### config.mk
export PLATFORM = sky130hd
export DESIGN_NAME = strip_scheduler
export DESIGN_NICKNAME = d
export VERILOG_FILES = /design/src/rtl/strip_pkg.sv /design/src/rtl/strip_scheduler_rr_arbiter4.sv /design/src/rtl/strip_scheduler.sv
export SDC_FILE = /design/constraint.sdc
export NUM_CORES = 1
export LEC_CHECK = 0
export CAP_MARGIN = 10
export CORE_MARGIN = 8
export CORE_UTILIZATION = 45
export CTS_BUF_LIST = sky130_fd_sc_hd__clkbuf_8
export CTS_CLUSTER_DIAMETER = 60
export CTS_CLUSTER_SIZE = 14
export DETAILED_ROUTE_END_ITERATION = 12
export PLACE_DENSITY = 0.75
export SYNTH_ARGS = -nofsm -noshare
export SYNTH_HDL_FRONTEND = slang
export SYNTH_SLANG_ARGS = --single-unit
### constraint.sdc
create_clock -name clock_12mhz -period 4.3 [get_ports clock_12mhz]
set_clock_uncertainty 0.1 [all_clocks]
set_input_delay 0.43 -clock clock_12mhz [delete_from_list [all_inputs] [get_ports clock_12mhz]]
set_output_delay 0.43 -clock clock_12mhz [all_outputs]
set_load 0.02 [all_outputs]
### src/rtl/strip_pkg.sv
// Shared types and widths for the LED strip frame scheduler.
package strip_pkg;
  localparam int NUM_CHANNELS = 4;
  localparam int CH_W         = 2;
  localparam int IDX_W        = 7;
  localparam int LIDX_W       = 8;
  localparam int ADDR_W       = 9;
  localparam int PIXEL_W      = 24;

  typedef enum logic [1:0] {IDLE, ARB, WAIT, GAP} state_e;
  typedef logic [LIDX_W-1:0] lidx_t;
endpackage

### src/rtl/strip_scheduler_rr_arbiter4.sv
// Combinational 4-way round-robin arbiter: first set request at or above ptr_i, wrapping.
module rr_arbiter4
  import strip_pkg::*;
(
  input  logic [NUM_CHANNELS-1:0] req_i,
  input  logic [CH_W-1:0]         ptr_i,
  output logic [NUM_CHANNELS-1:0] gnt_o,
  output logic [CH_W-1:0]         idx_o,
  output logic                    vld_o
);
  logic [CH_W-1:0] c;

  always_comb begin
    gnt_o = '0;
    idx_o = '0;
    vld_o = 1'b0;
    c     = '0;
    for (int i = 0; i < NUM_CHANNELS; i++) begin
      c = ptr_i + CH_W'(i);
      if (!vld_o && req_i[c]) begin
        vld_o    = 1'b1;
        idx_o    = c;
        gnt_o[c] = 1'b1;
      end
    end
  end
endmodule

### src/rtl/strip_scheduler.sv
// Frame refresh sequencer for four LED strip channels sharing one memory read port.
// Optional STRIP_SCHEDULER_CHANNEL_MASK_EN adds a per-frame channel_enable mask.
module strip_scheduler
  import strip_pkg::*;
#(
  parameter int LED_COUNT    = 128,
  parameter int RESET_CYCLES = 1000,
  parameter int READ_TIMEOUT = 15
) (
  input  logic                    clock_12mhz,
  input  logic                    reset_n,
  input  logic                    framerate,
  input  logic [NUM_CHANNELS-1:0] encoder_finished,
  input  logic                    read_data_ready,
  input  logic [PIXEL_W-1:0]      read_data,
`ifdef STRIP_SCHEDULER_CHANNEL_MASK_EN
  input  logic [NUM_CHANNELS-1:0] channel_enable,
`endif
  output logic                    perform_read,
  output logic [ADDR_W-1:0]       read_address,
  output logic [PIXEL_W-1:0]      encoder_data,
  output logic [NUM_CHANNELS-1:0] encoder_load,
  output logic                    frame_active,
  output logic                    overrun,
  output logic                    read_error
);
  localparam int    TMR_W = $clog2(READ_TIMEOUT + 1);
  localparam int    GAP_W = $clog2(RESET_CYCLES + 1);
  localparam lidx_t LED_N = lidx_t'(LED_COUNT);

  state_e                          state_q;
  logic [NUM_CHANNELS-1:0][LIDX_W-1:0] lidx_q;
  logic [NUM_CHANNELS-1:0]         ch_idle_q, cur_oh_q, encoder_load_q;
  logic [CH_W-1:0]                 rr_ptr_q, cur_q;
  logic [TMR_W-1:0]                tmr_q;
  logic [GAP_W-1:0]                gap_q;
  logic                            perform_read_q, frame_active_q, overrun_q, read_error_q;
  logic [ADDR_W-1:0]               read_address_q;
  logic [PIXEL_W-1:0]              encoder_data_q;

  logic [NUM_CHANNELS-1:0] en, req, done_ch, gnt;
  logic [CH_W-1:0]         gnt_idx;
  logic                    gnt_vld, all_done;

`ifdef STRIP_SCHEDULER_CHANNEL_MASK_EN
  logic [NUM_CHANNELS-1:0] en_q;
  assign en = en_q;
`else
  assign en = '1;
`endif

  // Disabled channels count as complete so the frame can still close.
  for (genvar c = 0; c < NUM_CHANNELS; c++) begin : g_ch
    assign req[c]     = en[c] & ch_idle_q[c] & (lidx_q[c] < LED_N);
    assign done_ch[c] = ~en[c] | (lidx_q[c] == LED_N);
  end
  assign all_done = (&done_ch) & (&ch_idle_q);

  rr_arbiter4 u_arb (
    .req_i (req),
    .ptr_i (rr_ptr_q),
    .gnt_o (gnt),
    .idx_o (gnt_idx),
    .vld_o (gnt_vld)
  );

  always_ff @(posedge clock_12mhz or negedge reset_n) begin
    if (!reset_n) begin
      state_q        <= IDLE;
      lidx_q         <= '0;
      ch_idle_q      <= '1;
      cur_oh_q       <= '0;
      cur_q          <= '0;
      rr_ptr_q       <= '0;
      tmr_q          <= '0;
      gap_q          <= '0;
      perform_read_q <= 1'b0;
      read_address_q <= '0;
      encoder_data_q <= '0;
      encoder_load_q <= '0;
      frame_active_q <= 1'b0;
      overrun_q      <= 1'b0;
      read_error_q   <= 1'b0;
`ifdef STRIP_SCHEDULER_CHANNEL_MASK_EN
      en_q           <= '0;
`endif
    end else begin
      perform_read_q <= 1'b0;
      encoder_load_q <= '0;
      ch_idle_q      <= ch_idle_q | encoder_finished;
      if (framerate && state_q != IDLE) overrun_q <= 1'b1;
      case (state_q)
        IDLE: if (framerate) begin
          state_q        <= ARB;
          frame_active_q <= 1'b1;
          lidx_q         <= '0;
`ifdef STRIP_SCHEDULER_CHANNEL_MASK_EN
          en_q           <= channel_enable;
`endif
        end
        ARB: if (gnt_vld) begin
          perform_read_q <= 1'b1;
          read_address_q <= {gnt_idx, lidx_q[gnt_idx][IDX_W-1:0]};
          cur_q          <= gnt_idx;
          cur_oh_q       <= gnt;
          tmr_q          <= '0;
          state_q        <= WAIT;
        end else if (all_done) begin
          gap_q   <= '0;
          state_q <= GAP;
        end
        // A timed-out read still loads a dark pixel so the strip keeps its length.
        WAIT: if (read_data_ready || tmr_q == TMR_W'(READ_TIMEOUT - 1)) begin
          encoder_data_q <= read_data_ready ? read_data : '0;
          if (!read_data_ready) read_error_q <= 1'b1;
          encoder_load_q <= cur_oh_q;
          ch_idle_q      <= (ch_idle_q | encoder_finished) & ~cur_oh_q;
          lidx_q[cur_q]  <= lidx_q[cur_q] + LIDX_W'(1);
          rr_ptr_q       <= cur_q + CH_W'(1);
          state_q        <= ARB;
        end else begin
          tmr_q <= tmr_q + TMR_W'(1);
        end
        GAP: if (gap_q == GAP_W'(RESET_CYCLES - 1)) begin
          state_q        <= IDLE;
          frame_active_q <= 1'b0;
        end else begin
          gap_q <= gap_q + GAP_W'(1);
        end
        default: state_q <= IDLE;
      endcase
    end
  end

  assign perform_read = perform_read_q;
  assign read_address = read_address_q;
  assign encoder_data = encoder_data_q;
  assign encoder_load = encoder_load_q;
  assign frame_active = frame_active_q;
  assign overrun      = overrun_q;
  assign read_error   = read_error_q;
endmodule

==> run_results.csv <==
group,metric,value,unit
final_layout,nFillCells,1032,
final_layout,diodes,0,
logic_synthesis,synth-edff-count,0,
critical_path,crit_chain,"inv_1 > ha_1 > nor2_1 > and4_2 > o31ai_1 > nand2_1 > nor3_1 > o21ai_0 > a221o_1",
die,start_util,0.459,
critical_path,cp.required,4.46,ns
logic_synthesis,synth_flop_cell,"dfrtp_1",
global_routing,grt_max_degree,67,
timing,worstMarginPinSlew,1.09,ns
die,core,11400,um^2
logic_synthesis,netlist_instances,516,
critical_path,cpPeakStageDelay,0.52,ns
status,status,"completed",
timing,grt_setup_unrepaired,"no",
critical_path,worstSetupPathType,"reg2reg",
clock_tree,cts_buffers,9,
clock_tree,cts_setup_buffers,0,
final_layout,nets,624,
die,pin_count,73,
clock_tree,clk_pin_slew,0.10,ns
logic_synthesis,ys_seq_area_frac,0.473,
logic_synthesis,yosysUniqueCellTypes,60,
logic_synthesis,synth_nets,564,
logic_synthesis,async_flop_share,1.00,
global_routing,grt_pass1_wl,22500,um
timing,relSlewSlack,0.271,
place,place.port_buffers,72,
critical_path,r2r_cells,9,
critical_path,r2r_setup_slack,0.98,ns
drt,firstDrtPassIters,7,
timing,fmax,301,MHz
pwr,max-vdd-ir-drop,0.173,mV
critical_path,worstReg2RegStart,"rr_ptr_q[1]$_DFFE_PN0P_",
die,rows,39,
critical_path,startpoint_type,"flop",
drt,drt-initial-drc-count,480,
drt,vias,4292,
drt,drtAntennaViolNets,0,
global_routing,antenna_found_initial,0,
clock_tree,cts_buffer_depth,2,
clock_tree,h-tree-depth,3,
final_layout,final_layout_size_suffix_gt1_frac,0.0794,
drt,drc_errors,0,
critical_path,critPathBufInv,1,
global_routing,overflow,0,
clock_tree,cts_tree,"yes",
critical_path,cpMaxStageDelayCell,"ha_1",
min_path,hold_class,"in2async",
timing,fin_tns_setup,0,ns
critical_path,cp.depth,9,
pwr,power_density,249,nW/um^2
place,gp_congestion,0.882,
drt,routed_wl,13700,um
drt,vias_per_cell,5.94,
clock_tree,cts_repair_resize_count,0,
die,die_y,124,um
global_routing,grt_pass1_vias,4365,
clock_tree,root_buffer,"clkbuf_8",
critical_path,worst_r2r_endpoint,"read_address[0]$_DFFE_PN0P_",
clock_tree,cts.sinks,99,
logic_synthesis,syn-cell-area,5250,um^2
place,hpwl,10000,um
timing,post-route-min-period,3.32,ns
pwr,p_leak,2.56,nW
timing,setup_viol,0,
timing,slew_violations,0,
final_layout,syn2layout_area_growth,17.5,%
logic_synthesis,synth-warning-count,0,
die,die_x,124,um
logic_synthesis,syn_avg_cell_area,10.2,um^2
timing,hold_viol_final,0,
critical_path,crit_family,"simple AND/OR/NAND/NOR gates",
critical_path,crit_path_end_kind,"flop",
timing,fin_crit_sh,0.773,
run,max-cap-violations,0,
critical_path,worstPathMaxFanout,11,
clock_tree,clock_latency,0.38,ns
critical_path,critical_path_arrival,3.48,ns
die,die-area,15400,um^2
clock_tree,cts_hold_buffers,0,
timing,timing.hold.ws,0.0436,ns
global_routing,grt_usage,0.187,
logic_synthesis,ys_ff_latch,99,
drt,drt-wirelength-per-cell,18.9,um
-- logic make-up after synthesis --
kind of cell             share of synthesized area
adder cells (fa/ha/maj)                     0.0382
multiplexers                                0.0630
AO/OA/AOI/OAI                                0.173
buffers and inverters                       0.0417
flip-flops                                   0.473
AND/OR/NAND/NOR                              0.186
XOR/XNOR                                    0.0250
-- how the worst max path moves through the flow --
stage                                       start                     endpoint  slack [ns]
after detailed placement  rr_ptr_q[1]$_DFFE_PN0P_  read_address[5]$_DFFE_PN0P_        1.04
after floorplan           rr_ptr_q[0]$_DFFE_PN0P_  read_address[4]$_DFFE_PN0P_        1.22
after global routing      rr_ptr_q[1]$_DFFE_PN0P_  read_address[2]$_DFFE_PN0P_        0.74
final                     rr_ptr_q[1]$_DFFE_PN0P_  read_address[0]$_DFFE_PN0P_        0.98
after CTS                 rr_ptr_q[1]$_DFFE_PN0P_  read_address[5]$_DFFE_PN0P_        1.02
after global placement    rr_ptr_q[1]$_DFFE_PN0P_  read_address[4]$_DFFE_PN0P_        1.20
-- stage by stage --
stage,cell area [um^2],total power [W],worst slack [ns],utilization,std cells
after detailed placement,6010,0.00103,1.04,0.526,708
after global routing,6160,0.00160,0.743,0.540,722
after floorplan,5250,0.000978,1.22,-,516
after CTS,6160,0.00156,1.02,0.540,722
final,6160,0.00154,0.978,0.540,722
after global placement,6010,0.00103,1.20,0.526,708
-- sequential cells by signal, indices dropped and copies added, names as in the netlist, 2 cells and up --
signal / count
encoder_data: 24
gap_q: 10
tmr_q: 4
encoder_load: 4
ch_idle_q: 4
cur_q: 2
lidx_q: 32
rr_ptr_q: 2
state_q: 2
read_address: 7
cur_oh_q: 4
-- report_power, final --
part / leakage, nW / internal (W) / switching (W)
Combinational: 1.18 / 0.0000342 / 0.0000352
Clock: 0.0842 / 0.000203 / 0.000319
Sequential: 1.30 / 0.000936 / 0.00000825
Total: 2.56 / 0.00117 / 0.000362
-- final cells by class --
cell class / count / area [um^2] / share of cell area
multi-input combinational: 378 / 2550 / 0.413
inverter: 11 / 41.3 / 0.00670
clock buffer: 9 / 124 / 0.0201
timing repair buffer: 77 / 756 / 0.123
tap: 143 / 179 / 0.0290
clock inverter: 5 / 32.5 / 0.00528
sequential: 99 / 2480 / 0.403
-- placed cells by master, fill, tap and decap left out, types with 6 or more instances in the layout --
cell / Yosys / final
dfrtp_1: 95 / 95
nor2_1: 38 / 38
xor2_1: 7 / 7
xnor2_1: 8 / 8
o21ai_0: 47 / 47
buf_4: 2 / 6
mux2i_1: 6 / 6
ha_1: 16 / 16
nand4_1: 7 / 7
clkbuf_8: 3 / 9
clkdlybuf4s50_1: 0 / 71
nor2b_1: 6 / 6
nor4_1: 12 / 12
nor3_1: 14 / 14
and2_1: 9 / 9
nand3_1: 20 / 20
a22o_1: 24 / 24
inv_1: 11 / 13
a21oi_1: 11 / 11
nand2_1: 72 / 72
mux4_2: 10 / 10
-- routing by layer --
| metal | routed length [um] | part of all wire | global-route usage |
|---|---|---|---|
| met4 | 167 | 0.012 | 0.0543 |
| met3 | 1200 | 0.088 | 0.0607 |
| met1 | 6040 | 0.44 | 0.243 |
| met5 | 0 | 0 | 0 |
| met2 | 6250 | 0.46 | 0.293 |
-- synth_stat cells (5+ instances only) --
| cell | n | share of area |
|---|---|---|
| mux2i_1 | 6 | 0.011 |
| nand3_1 | 20 | 0.019 |
| dfrtp_1 | 95 | 0.45 |
| clkbuf_1 | 17 | 0.012 |
| inv_1 | 11 | 0.0079 |
| nor3_1 | 14 | 0.013 |
| a21oi_1 | 11 | 0.010 |
| a22o_1 | 24 | 0.040 |
| nor2b_1 | 6 | 0.0072 |
| ha_1 | 16 | 0.038 |
| nor2_1 | 38 | 0.027 |
| nand2b_1 | 5 | 0.0060 |
| xor2_1 | 7 | 0.012 |
| mux4_2 | 10 | 0.043 |
| nand2_1 | 72 | 0.052 |
| nor4_1 | 12 | 0.014 |
| and2_1 | 9 | 0.011 |
| nand4_1 | 7 | 0.0083 |
| a21o_1 | 5 | 0.0072 |
| xnor2_1 | 8 | 0.013 |
| o21ai_0 | 47 | 0.045 |
(Power assumes the default switching activity.)
